--- src/rtl/painter_pkg.sv ---
// rtl/painter_pkg.sv - shared types and constants for the direction key conditioner
package painter_pkg;

    localparam int NDIR      = 4;
    localparam int DIR_UP    = 3;
    localparam int DIR_DOWN  = 2;
    localparam int DIR_LEFT  = 1;
    localparam int DIR_RIGHT = 0;

    typedef enum logic [1:0] {
        IDLE   = 2'd0,
        DELAY  = 2'd1,
        REPEAT = 2'd2
    } state_t;

    function automatic logic is_onehot(input logic [NDIR-1:0] v);
        return (v != '0) && ((v & (v - 1'b1)) == '0);
    endfunction

endpackage

--- src/rtl/dir_key_conditioner_if.sv ---
// rtl/dir_key_conditioner_if.sv - button input / step output bundle
interface dir_key_conditioner_if;

    logic [painter_pkg::NDIR-1:0] dir_raw;
    logic [painter_pkg::NDIR-1:0] step;
    logic [painter_pkg::NDIR-1:0] dir_db;
    logic                         repeating;

    modport master (output dir_raw, input step, input dir_db, input repeating);
    modport slave  (input dir_raw, output step, output dir_db, output repeating);

endinterface

--- src/rtl/key_debounce.sv ---
// rtl/key_debounce.sv - two-flop synchroniser plus stable-count debouncer for one button
module key_debounce #(
    parameter int DB_CYCLES = 1000000,
    parameter int CNT_W     = 26
) (
    input  logic clk,
    input  logic rst,
    input  logic raw,
    output logic level
);

    localparam logic [CNT_W-1:0] DB_LAST = CNT_W'(DB_CYCLES - 1);

    logic             sync1;
    logic             sync2;
    logic [CNT_W-1:0] cnt;

    // Any return to equality clears the count, so a bounce restarts the window.
    always_ff @(posedge clk) begin
        if (rst) begin
            sync1 <= 1'b0;
            sync2 <= 1'b0;
            cnt   <= '0;
            level <= 1'b0;
        end else begin
            sync1 <= raw;
            sync2 <= sync1;
            if (sync2 == level) begin
                cnt <= '0;
            end else if (cnt == DB_LAST) begin
                level <= sync2;
                cnt   <= '0;
            end else begin
                cnt <= cnt + CNT_W'(1);
            end
        end
    end

endmodule

--- src/rtl/dir_key_conditioner.sv ---
// rtl/dir_key_conditioner.sv - debounced direction buttons to one-hot step pulses with auto-repeat
module dir_key_conditioner
    import painter_pkg::*;
#(
    parameter int DB_CYCLES    = 1000000,
    parameter int REPEAT_DELAY = 50000000,
    parameter int REPEAT_RATE  = 10000000,
    parameter int CNT_W        = 26
) (
    input logic                  clk,
    input logic                  rst,
    dir_key_conditioner_if.slave bus
);

    localparam logic [CNT_W-1:0] RD_LAST = CNT_W'(REPEAT_DELAY - 1);
    localparam logic [CNT_W-1:0] RR_LAST = CNT_W'(REPEAT_RATE - 1);

    logic [NDIR-1:0]  dir_db;
    logic [NDIR-1:0]  dir_db_q;
    logic [NDIR-1:0]  rise;
    logic             fire;

    state_t           state_q, state_d;
    logic [CNT_W-1:0] rcnt_q, rcnt_d;
    logic [NDIR-1:0]  cur_q, cur_d;
    logic [NDIR-1:0]  step_q, step_d;

    for (genvar i = 0; i < NDIR; i++) begin : g_db
        key_debounce #(
            .DB_CYCLES (DB_CYCLES),
            .CNT_W     (CNT_W)
        ) u_db (
            .clk   (clk),
            .rst   (rst),
            .raw   (bus.dir_raw[i]),
            .level (dir_db[i])
        );
    end

    // Chords never move the cursor; only a new press leaving exactly one button down does.
    always_comb begin
        rise = dir_db & ~dir_db_q;
        fire = (rise != '0) && is_onehot(dir_db);
    end

    always_ff @(posedge clk) begin
        if (rst) begin
            dir_db_q <= '0;
            state_q  <= IDLE;
            rcnt_q   <= '0;
            cur_q    <= '0;
            step_q   <= '0;
        end else begin
            dir_db_q <= dir_db;
            state_q  <= state_d;
            rcnt_q   <= rcnt_d;
            cur_q    <= cur_d;
            step_q   <= step_d;
        end
    end

    // Abort is tested before the counter so a change of buttons beats a due pulse.
    always_comb begin
        state_d = state_q;
        rcnt_d  = rcnt_q;
        cur_d   = cur_q;
        step_d  = '0;
        case (state_q)
            IDLE: begin
                if (fire) begin
                    step_d  = dir_db;
                    cur_d   = dir_db;
                    rcnt_d  = '0;
                    state_d = DELAY;
                end
            end
            DELAY: begin
                if (dir_db != cur_q) begin
                    state_d = IDLE;
                end else if (rcnt_q == RD_LAST) begin
                    step_d  = cur_q;
                    rcnt_d  = '0;
                    state_d = REPEAT;
                end else begin
                    rcnt_d = rcnt_q + CNT_W'(1);
                end
            end
            REPEAT: begin
                if (dir_db != cur_q) begin
                    state_d = IDLE;
                end else if (rcnt_q == RR_LAST) begin
                    step_d = cur_q;
                    rcnt_d = '0;
                end else begin
                    rcnt_d = rcnt_q + CNT_W'(1);
                end
            end
            default: state_d = IDLE;
        endcase
    end

    always_comb begin
        bus.step      = step_q;
        bus.dir_db    = dir_db;
        bus.repeating = (state_q == REPEAT);
    end

endmodule

--- src/flat_wrapper.sv ---
// flat-port wrapper written by rule: the top's interface ports become plain ports
module dir_key_conditioner_flat import painter_pkg::*;
#(
    parameter int DB_CYCLES    = 1000000,
    parameter int REPEAT_DELAY = 50000000,
    parameter int REPEAT_RATE  = 10000000,
    parameter int CNT_W        = 26
)
  (clk, rst, bus_dir_raw, bus_step, bus_dir_db, bus_repeating);
  dir_key_conditioner_if bus_i ();
  input logic clk;
  input logic rst;
  input wire logic [$bits(bus_i.dir_raw)-1:0] bus_dir_raw;
  output wire logic [$bits(bus_i.step)-1:0] bus_step;
  output wire logic [$bits(bus_i.dir_db)-1:0] bus_dir_db;
  output wire logic [$bits(bus_i.repeating)-1:0] bus_repeating;
  assign bus_i.dir_raw = bus_dir_raw;
  assign bus_step = bus_i.step;
  assign bus_dir_db = bus_i.dir_db;
  assign bus_repeating = bus_i.repeating;
  dir_key_conditioner #(.DB_CYCLES(DB_CYCLES), .REPEAT_DELAY(REPEAT_DELAY), .REPEAT_RATE(REPEAT_RATE), .CNT_W(CNT_W)) u_core (.clk(clk), .rst(rst), .bus(bus_i));
endmodule
--- config.mk ---
export PLATFORM = sky130hd
export DESIGN_NAME = dir_key_conditioner_flat
export DESIGN_NICKNAME = d
export VERILOG_FILES = /design/src/rtl/painter_pkg.sv /design/src/rtl/dir_key_conditioner_if.sv /design/src/rtl/key_debounce.sv /design/src/rtl/dir_key_conditioner.sv /design/src/flat_wrapper.sv
export SDC_FILE = /design/constraint.sdc
export NUM_CORES = 1
export LEC_CHECK = 0
export BUFFER_PORTS_ARGS = -buffer_cell sky130_fd_sc_hd__clkbuf_2
export CAP_MARGIN = 20
export CORE_MARGIN = 2
export CORE_UTILIZATION = 41
export CTS_BUF_LIST = sky130_fd_sc_hd__clkbuf_4
export DETAILED_ROUTE_END_ITERATION = 12
export HOLD_SLACK_MARGIN = 0.02
export PLACE_DENSITY = 0.55
export RECOVER_POWER = 25
export SYNTH_ARGS = -nofsm -noshare
export SYNTH_HDL_FRONTEND = slang
export SYNTH_SLANG_ARGS = --single-unit
export TNS_END_PERCENT = 20
--- constraint.sdc ---
create_clock -name clk -period 2.1 [get_ports clk]
set_input_delay 0.21 -clock clk [delete_from_list [all_inputs] [get_ports clk]]
set_output_delay 0.21 -clock clk [all_outputs]
set_load 0.02 [all_outputs]
==> After elaboration in Yosys (flattened, before gate mapping) <==
Cells that the tools add are included.
{ "totals": {"regBits": 156, "latchBits": 0, "mem_bits_rw": 0, "mem_bits_ro": 0, "in_bits": 6, "out_inout_bits": 9, "mem_count": 0} }
{ "classes": {"add_sub_neg": 6, "mul": 0, "n_div": 0, "order_cmp": 0, "eq_ne": 18, "n_shift": 0, "muxes": 17, "n_bitwise": 7, "n_reduce_logical": 18} }
{ "ops": {"columns": ["op", "count"], "rows": [
  ["adder 26 x 1 -> 26 bit (second input constant)", 5],
  ["two-way mux 26 bit", 5],
  ["equality test 26 x 20 -> 1 bit (second input constant)", 4],
  ["one-hot mux 26 bit (3 select lines)", 1],
  ["equality test 26 x 24 -> 1 bit (second input constant)", 1],
  ["equality test 26 bit (second input constant)", 1],
  ["two-way mux 4 bit", 5],
  ["one-hot mux 4 bit (3 select lines)", 1],
  ["OR reduction 3 bit", 4],
  ["AND reduction 2 bit", 5],
  ["AND 4 bit", 2],
  ["two-way mux 2 bit", 4],
  ["nonzero test 4 bit", 2],
  ["one-hot mux 2 bit (3 select lines)", 1],
  ["equality test 1 bit", 4],
  ["zero test 4 bit", 1],
  ["inequality test 2 x 1 -> 1 bit (second input constant)", 2],
  ["inequality test 2 bit (second input constant)", 2],
  ["inequality test 4 bit", 1],
  ["NOT 1 bit", 4],
  ["NOT 4 bit", 1],
  ["AND reduction 4 bit", 1],
  ["subtractor 4 x 1 -> 4 bit (second input constant)", 1],
  ["inequality test 3 x 1 -> 1 bit (second input constant)", 1],
  ["other kinds (6)", 7]
]} }

==> Longest topological paths before layout <==
{ "logic_depth": {"word_depth": 7, "depth_mapped": 9} }

==> Modules after synthesis <==
A second synthesis with hierarchy kept.
{ "unflattened": {"cells_unflattened": 854, "area_unflattened_um2": 7552.2} }
{ "by_module_without_submodules": {"columns": ["module", "instances", "cells_each", "area_each_um2", "seq_area_each_um2"], "rows": [
  ["key_debounce", 4, 151, 1338.8, 580.6],
  ["dir_key_conditioner", 1, 250, 2197.1, 800.8]
]} }

==> Worst setup path after synthesis <==
No wires, ideal clock.
{ "synth_path": {"path_kind": "flip-flop to flip-flop", "from": "register u_core.state_q[0]", "to": "register u_core.rcnt_q[13]", "arrival_time_ns": 2.185, "required_ns": 1.983, "slack_ns": -0.203, "stages_incl_launch_ff": 10, "n_path_buf": 1, "synth_period_minus_slack_ns": 2.303, "path_cell_list": "dfxtp_1 -> inv_1 -> ha_1 -> or2_2 -> o41a_1 -> a311oi_4 -> nor2_2 -> nor2_2 -> buf_2 -> nor2_1"} }
{ "synth_via": {"elab_chain_cells": 3} }
{ "synth_rtl": {"columns": ["element", "line_no", "text"], "rows": [
  ["from (decl)", "dir_key_conditioner.sv:23", "state_t state_q, state_d;"],
  ["from (signal assigned)", "dir_key_conditioner.sv:55", "state_q <= state_d;"],
  ["equality test 2 bit (*)", null, null],
  ["via bus_repeating", "flat_wrapper.sv:16", "output wire logic [$bits(bus_i.repeating)-1:0] bus_repeating;"],
  ["inequality test 2 bit (no source line) / nonzero test 3 bit (equally long branches)", null, null],
  ["AND reduction 4 bit (no source line)", null, null],
  ["to (signal assigned)", "dir_key_conditioner.sv:56", "rcnt_q <= rcnt_d;"],
  ["to (decl)", "dir_key_conditioner.sv:24", "logic [CNT_W-1:0] rcnt_q, rcnt_d;"]
]} }
Mark *: on every way through the listed nets, which the timed path passes. The rest lies on a longest branch.
A chain may end at the register's enable or synchronous reset.

==> Worst setup path in the final report <==
{ "layout_path": {"from": "register u_core.g_db[0].u_db.level", "to": "register u_core.rcnt_q[17]"} }
{ "layout_via": {"elab_chain_cells": 7} }
{ "layout_rtl": {"columns": ["element", "line_no", "text"], "rows": [
  ["from (decl)", "key_debounce.sv:9", "output logic level"],
  ["from (signal assigned)", "key_debounce.sv:31", "level <= sync2;"],
  ["subtractor 4 x 1 -> 4 bit", "painter_pkg.sv:17", "return (v != '0) && ((v & (v - 1'b1)) == '0);"],
  ["AND 4 bit", "painter_pkg.sv:17", null],
  ["zero test 4 bit", "painter_pkg.sv:17", null],
  ["logical AND 1 bit", "painter_pkg.sv:17", null],
  ["logical AND 1 bit", "dir_key_conditioner.sv:43", "fire = (rise != '0) && is_onehot(dir_db);"],
  ["inequality test 2 x 1 -> 1 bit (no source line)", null, null],
  ["AND reduction 4 bit (no source line) (*)", null, null]
]} }
Every way passes the cells marked *; elsewhere a longest branch is shown, timed or not.

==> metrics.txt <==
Yosys warning total=0; Yosys top cell by area=dfxtp_1; register bit total from synthesis=~160; overall fraction of global-route tracks in use=16.2%; die area=17900 sq um; reg2reg path depth=7; share of cells above drive strength 1=~13%; Hold EP=u_core.g_db[1].u_db.sync1; cell area after synthesis=around 6900 sq um; Setup-failing EPs final=0; Clock Path Buffers=2; Die X-Extent=between 100 and 150 microns; worst setup margin=just under 0.02 ns; largest net degree at the start of global routing=27; TritonCTS clock tree=yes; fin area=7950 sq um; Port-buffer cells=14; Synth Flop Type=dfxtp_1; Yosys top cell area share=between 40% and 50%; gr ovfl total=0; CP endpoint kind=flop; Slew Viols, Final=0; Worst EP required=about 2.6 ns; Lkg Pwr=between 2 and 3 nW; Post-Route Skew=~0.024 ns; critical path type=flop to flop; syn_area_per_cell=slightly below 9 sq um; Slew HR=around three fifths; hold_sp=rst; RePlAce Congestion=just over 0.8; DR DRC count=0; final hold vios=0; Layout area overhead=15.1%; outcome=finished clean; synthesized instance count=slightly below 800; RSZ-0062 raised after global routing=true; CTS buffer count=17; Final HPWL DP=~9.6 mm; Worst EP arrival=2.56 ns; hold path depth=3; number of flops mapped to enable cells by yosys=0; sequential-to-total area share from yosys stat=roughly 45%; FMAX=481 MHz; post-synth cell types=45; Place WS=-0.0827 ns; worst-path maximum fanout=6; TritonRoute pass-1 iters=4; Final period util=99.1%; pwr dens=about 620 nW/um^2; R2R Path Start=u_core.g_db[0].u_db.level; H-tree Lvls=4; via count=5520; Die Ht=~130 microns; routed length per instance=approximately 13 microns; Synthesized Nets=approximately 800; vias per cell=between 5 and 6; Worst R2R End=u_core.rcnt_q[17]; top cells by area, synth=dfxtp_1 45%, xor2_1 9.5%, nor2_1 9.0%; io pins=15; HP Class=input pin to flop; drt total wl=approximately 14 mm; Root Buffer=clkbuf_4; Sink Count=156; final antenna-violating net count=0; Worst-path clk slew=~0.12 ns; nets@finish=just under 900; 1st-iter DRT viols=roughly 300; worst slew pin tran=slightly below 0.6 ns; setup_tns=0 ns; Max Cap Violations=0; Min Hold Slack=around 0.11 ns; vias in the first global route=~5300; Filler cells=between 1500 and 2000; initial core utilization=between 40% and 50%; crit path launch type=flop; Worst-Skew Late Latency=around 0.56 ns; CORE AREA=between 15000 and 20000 sq um; n_diodes=0; most common cell in the netlist=nor2_1; register area=about 3100 sq um; Design Power=between 4 and 5 mW; VDD IR max=around 0.00026 V; ys async rst share=0%; Period minus WS final=2.08 ns; Synth top cells by count=165 x nor2_1, 156 x dfxtp_1, 75 x xor2_1; FP Rows=between 40 and 50; first-pass GRT wire length=roughly 24 mm; Reg2Reg Setup Slack=around 0.02 ns; initial antenna violation count=0; Multi-input gate area=around 3700 sq um; Placed Area=7520 sq um
final cells by class:
cell class | count | share of cell area (%)
Multi-Input combinational cell | 594 | 46.0
Sequential cell | 156 | 39.5
Timing Repair Buffer | 66 | 6.83
Tap cell | 220 | 3.46
Clock buffer | 21 | 1.98
Clock inverter | 10 | 1.56
Inverter | 15 | 0.708
sequential cells by signal (all words and copies together), names as in the netlist:
signal / flops
u_core.g_db.u_db.cnt: 104
u_core.cur_q: 4
u_core.bus.step: 4
u_core.dir_db_q: 4
u_core.g_db.u_db.level: 4
u_core.g_db.u_db.sync2: 4
u_core.g_db.u_db.sync1: 4
u_core.state_q: 2
u_core.rcnt_q: 26
power breakdown:
part,switching [mW],leakage [nW],internal [mW],total [mW]
sequential,0.00544,1.26,2.97,2.97
clock,0.993,0.156,0.855,1.85
combinational,0.0450,1.28,0.0347,0.0797
total,1.04,2.70,3.86,4.90
cells by family after synthesis:
group | share of synthesized area [%]
buf+inv | 2.92
flops | 45.2
xor+xnor | 14.5
compound gates | 4.80
mux | 1.16
fa+ha+maj | 1.63
simple gates | 29.8
per-stage QoR:
stage | cells | utilization (%)
3_5_place_dp | 1044 | 45.5
6_report | 1082 | 48.1
4_1_cts | 1079 | 47.6
5_1_grt | 1082 | 48.1
3_3_place_gp | 1044 | 45.5
2_1_floorplan | 796 | -
metal layers:
layer | GRT usage [%] | vias to the layer above | share of wire (%)
met3 | 4.23 | 16 | 3.2
met4 | 5.85 | 0 | 1.6
met5 | 0 | - | 0
met2 | 26.6 | 72 | 46
li1 | - | 2829 | -
met1 | 20.5 | 2603 | 49
placed cells by master (no fill, tap or decap), types with 13 or more instances in the layout:
cell type,count
nand2_1,57
nand4_1,42
nor4b_1,13
dfxtp_1,146
inv_1,14
xor2_1,75
nand3_1,45
clkbuf_2,13
xnor2_1,39
nor2_1,163
clkbuf_4,21
and3_1,16
buf_4,40
nor2b_1,15
how the worst max path moves through the flow:
stage / depth (start not counted) / startpoint / end
floorplan: 8 / u_core.state_q[1] / u_core.rcnt_q[21]
global placement: 9 / u_core.state_q[0] / u_core.rcnt_q[21]
detailed placement: 9 / u_core.state_q[0] / u_core.rcnt_q[24]
CTS: 9 / u_core.state_q[1] / u_core.rcnt_q[5]
global route: 8 / u_core.g_db[0].u_db.level / u_core.rcnt_q[20]
finish: 7 / u_core.g_db[0].u_db.level / u_core.rcnt_q[17]
worst max-delay path: stages (launching register included):
cell and delay [ns]:
dfxtp_4 0.38, xor2_1 0.16, o41a_1 0.46, a311oi_4 0.28
buf_6 0.18, nand3_4 0.09, or3_1 0.33, a21oi_1 0.14
timing repair:
action / 4_1_cts / 5_1_grt
setup buffers: 0 / 3
hold endpoints to repair: 4 / 0
hold buffers: 4 / 0
setup endpoints to repair: 16 / 32
pin swaps: 1 / 15
resized for setup: 6 / 24
(Power assumes the default switching activity.)
